===== src/rtl/instruction_decoder.sv =====
// instruction_decoder
// Decode stage of the CME341 microprocessor. It registers each program-memory
// word into the instruction register and decodes it into register-load
// enables, data-bus source selects, ALU controls and jump controls for the
// program sequencer. It also holds the zero flag and counts retired
// instructions. After a taken jump the single fall-through fetch is squashed.
//
// Ports
//   clk          system clock, rising edge
//   reset_n      asynchronous active-low reset
//   pm_data      instruction word from program memory
//   alu_zero     ALU result == 0 for the instruction currently in ir
//   ir           instruction register
//   ir_valid     ir holds a live instruction (0 = bubble)
//   reg_en       one-hot load enable: x0 x1 y0 y1 o_reg m i (bit 7 unused)
//   src_sel      data-bus source for moves (7 = ALU result r)
//   use_imm      data bus takes imm instead of src_sel
//   imm          immediate nibble, ir[3:0]
//   alu_en       ALU executes alu_func this cycle
//   alu_func     ir[2:0]
//   jmp, jmp_nz  jump controls to the sequencer
//   jmp_addr     jump target, ir[3:0]
//   dont_jmp     current zero flag, used by the sequencer for jmp_nz
//   instr_count  retired-instruction counter (wraps)

module instruction_decoder #(
  parameter logic [7:0] NOP_WORD = 8'hDF
) (
  input  logic        clk,
  input  logic        reset_n,
  input  logic [7:0]  pm_data,
  input  logic        alu_zero,
  output logic [7:0]  ir,
  output logic        ir_valid,
  output logic [7:0]  reg_en,
  output logic [2:0]  src_sel,
  output logic        use_imm,
  output logic [3:0]  imm,
  output logic        alu_en,
  output logic [2:0]  alu_func,
  output logic        jmp,
  output logic        jmp_nz,
  output logic [3:0]  jmp_addr,
  output logic        dont_jmp,
  output logic [15:0] instr_count
);

  logic       z_flag;
  logic       is_load;
  logic       is_move;
  logic       is_alu;
  logic       is_jmp;
  logic       is_jnz;
  logic [2:0] dst;
  logic       dst_ok;
  logic       taken_jump;

  // Opcode classification. Everything not matched here (1100_1xxx and
  // 1101_xxxx) falls through as a NOP with no enables.
  always_comb begin
    is_load = (ir[7] == 1'b0);
    is_move = (ir[7:6] == 2'b10);
    is_alu  = (ir[7:3] == 5'b11000);
    is_jmp  = (ir[7:4] == 4'hE);
    is_jnz  = (ir[7:4] == 4'hF);
  end

  // Destination field sits at [6:4] for loads and [5:3] for moves.
  // Destination 7 has no register behind it, and a move onto itself does
  // nothing, so neither produces an enable.
  always_comb begin
    dst    = is_load ? ir[6:4] : ir[5:3];
    dst_ok = (dst != 3'd7) &&
             (is_load || (is_move && (ir[5:3] != ir[2:0])));
  end

  always_comb begin
    reg_en   = 8'h00;
    use_imm  = 1'b0;
    alu_en   = 1'b0;
    alu_func = 3'd0;
    jmp      = 1'b0;
    jmp_nz   = 1'b0;
    if (ir_valid) begin
      if (dst_ok) begin
        reg_en = 8'h01 << dst;
      end
      use_imm  = is_load;
      alu_en   = is_alu;
      alu_func = ir[2:0];
      jmp      = is_jmp;
      jmp_nz   = is_jnz;
    end
  end

  // Field pass-throughs follow ir even during a bubble.
  assign imm      = ir[3:0];
  assign jmp_addr = ir[3:0];
  assign src_sel  = ir[2:0];
  assign dont_jmp = z_flag;

  // jmp/jmp_nz already include ir_valid, so a squashed word can never
  // start a second jump.
  assign taken_jump = jmp | (jmp_nz & ~z_flag);

  always_ff @(posedge clk or negedge reset_n) begin
    if (!reset_n) begin
      ir          <= NOP_WORD;
      ir_valid    <= 1'b0;
      z_flag      <= 1'b0;
      instr_count <= 16'h0000;
    end else begin
      ir       <= pm_data;
      ir_valid <= ~taken_jump;
      if (alu_en) begin
        z_flag <= alu_zero;
      end
      if (ir_valid) begin
        instr_count <= instr_count + 16'h0001;
      end
    end
  end

endmodule


===== config.mk =====
export PLATFORM = sky130hd
export DESIGN_NAME = instruction_decoder
export DESIGN_NICKNAME = d
export VERILOG_FILES = /design/src/rtl/instruction_decoder.sv
export SDC_FILE = /design/constraint.sdc
export NUM_CORES = 1
export LEC_CHECK = 0
export BUFFER_PORTS_ARGS = -buffer_cell sky130_fd_sc_hd__buf_2
export CAP_MARGIN = 20
export CORE_MARGIN = 1
export CORE_UTILIZATION = 46
export CTS_CLUSTER_SIZE = 14
export DETAILED_ROUTE_END_ITERATION = 10
export PLACE_DENSITY = 0.89
export SKIP_CTS_REPAIR_TIMING = 1
export SYNTH_ARGS = -nofsm -noshare
export SYNTH_HDL_FRONTEND = slang
export SYNTH_SLANG_ARGS = --single-unit

===== constraint.sdc =====
create_clock -name clk -period 2.15 [get_ports clk]
set_clock_uncertainty 0.15 [all_clocks]
set_input_delay 0.3225 -clock clk [delete_from_list [all_inputs] [get_ports clk]]
set_output_delay 0.3225 -clock clk [all_outputs]
set_load 0.02 [all_outputs]

After elaboration in Yosys (flattened, before gate mapping)
Index checks and enable logic that the tools add are counted.
{"block": "totals", "ff_bits": 26, "latch_bits": 0, "mem_bits_rw": 0, "romBits": 0, "elab_cells": 28, "n_memories": 0}
{"block": "op_classes", "addsub": 1, "mul": 0, "n_div": 0, "n_lt_le_gt_ge": 0, "n_eq_ne": 6, "n_shift": 1, "n_mux": 8, "bitwise_logic": 5, "n_reduce_logical": 3}
{"op": "$add A16 B1 Y16 const B", "n": 1}
{"op": "$mux W8", "n": 2}
{"op": "$eq A4 B4 Y1 const B", "n": 2}
{"op": "$shl A1 B3 Y8 const A", "n": 1}
{"op": "$mux W3", "n": 2}
{"op": "$eq A5 B5 Y1 const B", "n": 1}
{"op": "$mux W1", "n": 4}
{"op": "$ne A3 B3 Y1", "n": 1}
{"op": "$ne A3 B3 Y1 const B", "n": 1}
{"op": "$not A1 Y1", "n": 3}
{"op": "$eq A2 B2 Y1 const B", "n": 1}
{"op": "$logic_and A1 B1 Y1", "n": 2}
{"op": "$and A1 B1 Y1", "n": 1}
{"op": "$logic_or A1 B1 Y1", "n": 1}
{"op": "$or A1 B1 Y1", "n": 1}

Depth between registers and ports, before layout
{"block": "depth", "ltp_word": 6, "ltp_mapped": 4, "mapped_depth_nobuf": 4}

Worst setup path before layout
Ideal clock, no wire load.
{"block": "synth_path", "path_kind": "register to output", "startpoint": "register ir[7]", "endpoint": "output reg_en[5]", "t_arrival_ns": 1.879, "path_slack_ns": -0.202, "path_stages_with_launch": 5, "n_path_buf": 1, "path_cell_list": "dfstp_2 buf_2 nor4bb_1 nor4_1 nor4b_1"}
{"block": "synth_between", "elab_chain_len": 6, "word_cells_on_any_way": 10, "cone_classes": "2 x eq/ne; 1 x shift; 3 x mux; 1 x bitwise; 3 x reduce/logical"}
{"element": "from (decl)", "line_no": "33", "rtl": "output logic [7:0] ir,"}
{"element": "from (signal assigned)", "line_no": "113", "rtl": "ir <= pm_data;"}
{"element": "$eq A2 B2 Y1", "line_no": "62", "rtl": "is_move = (ir[7:6] == 2'b10);"}
{"element": "$logic_and A1 B1 Y1", "line_no": "74", "rtl": "(is_load || (is_move && (ir[5:3] != ir[2:0])));"}
{"element": "$logic_or A1 B1 Y1", "line_no": "74"}
{"element": "$logic_and A1 B1 Y1", "line_no": "73", "rtl": "dst_ok = (dst != 3'd7) &&"}
{"element": "$mux W8 *", "line_no": "85", "rtl": "if (dst_ok) begin"}
{"element": "$mux W8 *", "line_no": "84", "rtl": "if (ir_valid) begin"}
{"element": "to (decl)", "line_no": "35", "rtl": "output logic [7:0] reg_en,"}
Mark *: on every way between the ends. The rest lies on a longest branch, timed or not.

Final worst setup path
{"block": "layout_path", "startpoint": "register ir[4]", "endpoint": "output reg_en[5]"}
{"block": "layout_between", "elab_chain_len": 6, "word_cells_on_any_way": 9, "cone_classes": "2 x eq/ne; 1 x shift; 3 x mux; 3 x reduce/logical"}
{"element": "$ne A3 B3 Y1", "line_no": "74"}
{"element": "$logic_and A1 B1 Y1", "line_no": "74"}
{"element": "$logic_or A1 B1 Y1", "line_no": "74"}
{"element": "$logic_and A1 B1 Y1", "line_no": "73"}
{"element": "$mux W8 *", "line_no": "85"}
{"element": "$mux W8 *", "line_no": "84"}
Marked as above.

==> metrics.txt <==
post-detail-place hpwl 2.190 mm; clock slew at reported path FFs 0.14 ns; crit-path leading delay family flip-flops; Detailed Route WL 3.670 mm; commonest non-fill, non-tap cell in the layout buf_2; Core Rows 19; Static Leak 1.021 nW; effective utilization at floorplan 0.4930; Seq pwr share 0.462; Boundary Pins 63; synth top area cells dfrtp_1 35%, dfstp_2 13%, xor2_1 8.3%; Core Util, Final 0.7350; Synth Register Bits 26; met1 wire length 1.407 mm; arrival time worst endpoint 1.85 ns; Mapped Avg Cell Area 10.47 um^2; FMAX 429.9 MHz; Hold WC Path Type input pin to flip-flop; peak supply drop 0.0007808 V; I/O Buffers 61; crit path time final 2.326 ns; Highest Signal Layer met4; largest net degree at the start of global routing 27; critical path depth 5; DR WL/cell 15.68 um; Crit. End Element output port; Die Footprint 0.003204 mm^2; switch share 0.3980; Pwr per Cell Area 743.5 mW/mm^2; actual slew at the worst max-slew pin 0.5607 ns; antenna violations before repair 0; Clock Sinks 26; outcome complete, but fails checks; sw power 0.6050 mW; nets 216; Max H-tree Level 1; setup ws final -0.1764 ns; Vias/cell 5.432; WHS Path Cells 2; Total GRT Usage 0.1948; Startpoint Class flip-flop; Fin. Hold Viols 0; syn_nets 143; First DRT Iteration DRCs 68; Die X 56.60 um; CTS buffer count 3; final setup vio count 10; Worst slew margin 0.6262; Core ar. 0.002781 mm^2; CP dominant cell by count buf_4; critical path fanouts, max 5; DRT Pass-1 Iters 4; WS Path Type flip-flop to output port; R2R setup slack 0.31 ns; Yosys top cell by area dfrtp_1; GPL Wtd Cong 0.8463; CTS tree built; CTS Buffer Depth 2; WP data required 1.68 ns; combinational fraction of design power 0.377; clk_lat worst skew 0.32 ns; most frequent cells in the layout 56 x buf_2, 18 x dfrtp_1, 16 x buf_4; number of global-route vias before repair 1081; Final Max Slew Viols 0; via count 1271; fraction of layout cells with a size suffix above 1 0.5271; post-synth cell types 32; unrepaired setup endpoints after global routing yes; DRC 0; R2R depth 3; Antenna Violating Nets Remaining 0; Worst path slowest cell dfstp_2; CP peak stage delay 0.63 ns; Tcrit/Tclk final 1.082; Seq/Total Area, Yosys 0.4808; Min-Delay Endpoint dont_jmp; MaxCap Viol Count 0; first-pass GRT wire length 4.919 mm; CTS Root Cell clkbuf_4; reg2reg start ir_valid; Mapped Area 0.001371 mm^2; Warnings, synthesis 0; Critical Path, Cell by Cell buf_4 > nor4bb_4 > nor4_4 > nor4b_2 > buf_4; Yosys top cell area share 0.3467; Area Overhead vs Synth 49.09%; DR WL met3 194 um; met2 routed WL 2.048 mm; GRT overflow 0; chip height 56.60 um; hold path start alu_zero; share of power burned in the clock network 0.160; Post-Synthesis Cells 131; antenna diode count 0; Cell Int Power 0.9150 mW; RR Endpoint instr_count[15]; failing checks negative setup slack; total power 1.520 mW; Worst Path Buf+Inv 2
area by class of cell:
class | count | area [um^2]
Sequential cell | 26 | 660.6
Clock buffer | 4 | 36.28
Multi-Input combinational cell | 83 | 745.7
Inverter | 5 | 18.77
Fill cell | 193 | 737.0
Timing Repair Buffer | 85 | 544.3
Tap cell | 31 | 38.79
through the flow:
step                      area, um^2   TNS, ns  cells  setup WS (ns)  hold WS (ns)
after global routing            2044    -1.816    234        -0.2773       0.08442
final                           2044    -1.051    234        -0.1764        0.1006
after floorplan                 1396  -0.01743    131       -0.01682       -0.1231
after CTS                       1693    -2.428    214        -0.3941       -0.1627
after detailed placement        1657  -0.05870    210       -0.02379        0.1964
after global placement          1657         0    210        0.04616        0.1905
worst max path at each step:
stage | end | from
5_1_grt | reg_en[4] | ir[4]
4_1_cts | reg_en[1] | ir[4]
3_5_place_dp | reg_en[1] | ir[4]
2_1_floorplan | reg_en[1] | ir[4]
6_report | reg_en[5] | ir[4]
3_3_place_gp | reg_en[1] | ir[4]
kinds of logic (layout without fill, tap and decap cells):
kind of cell,after synthesis,after routing,share of synthesized area
adders and majority gates,1,1,0.009123
AOI/OAI and AO/OA,3,3,0.01369
other,1,1,0.002735
DFF,26,26,0.4808
buffers and inverters,22,94,0.09672
muxes,3,3,0.02372
and+or+nand+nor,57,57,0.2582
xor gates and xnor gates,18,18,0.1150
worst register-to-register path: stages (launching register included):
cell and delay [ns]:
dfrtp_1 0.47, nand4_1 0.43, nor4_1 0.50, xor2_1 0.21
power by group through the flow:
stage,Clock (mW),Sequential (mW),Combinational [mW]
2_1_floorplan,0,0.787,0.252
3_3_place_gp,0,0.702,0.487
3_5_place_dp,0,0.706,0.506
4_1_cts,0.248,0.698,0.507
5_1_grt,0.273,0.718,0.618
6_report,0.244,0.703,0.573
synth_stat cells:
cell and instances:
inv_1 5, buf_4 12, nand3_1 3, nor3b_1 3
dfstp_2 7, nor2b_1 2, nor2_1 4, nand3b_1 1
mux2i_1 1, mux2_2 2, nand2b_1 2, nand4_1 7
nand2_1 7, nor3_1 5, a21o_1 1, a21oi_1 1
nor4_2 2, dfrtp_1 19, or4_1 1, ha_1 1
nor4b_1 2, and3_1 2, xnor2_1 5, or3_1 1
conb_1 1, xor2_1 13, nor4bb_1 3, a31oi_1 1
buf_2 4, and2_1 4, clkbuf_1 1, nor4_1 8
routing by layer:
| metal | vias up | global-route usage |
|---|---|---|
| met1 | 624 | 0.2402 |
| met3 | 4 | 0.02535 |
| li1 | 589 | - |
| met2 | 54 | 0.3546 |
| met5 | - | 0 |
| met4 | 0 | 0.05226 |
sequential cells by signal (all words and copies together) (netlist names):
name	cells
dont_jmp	1
instr_count	16
ir	8
ir_valid	1
Note: power is estimated with default switching activity, not from simulation.
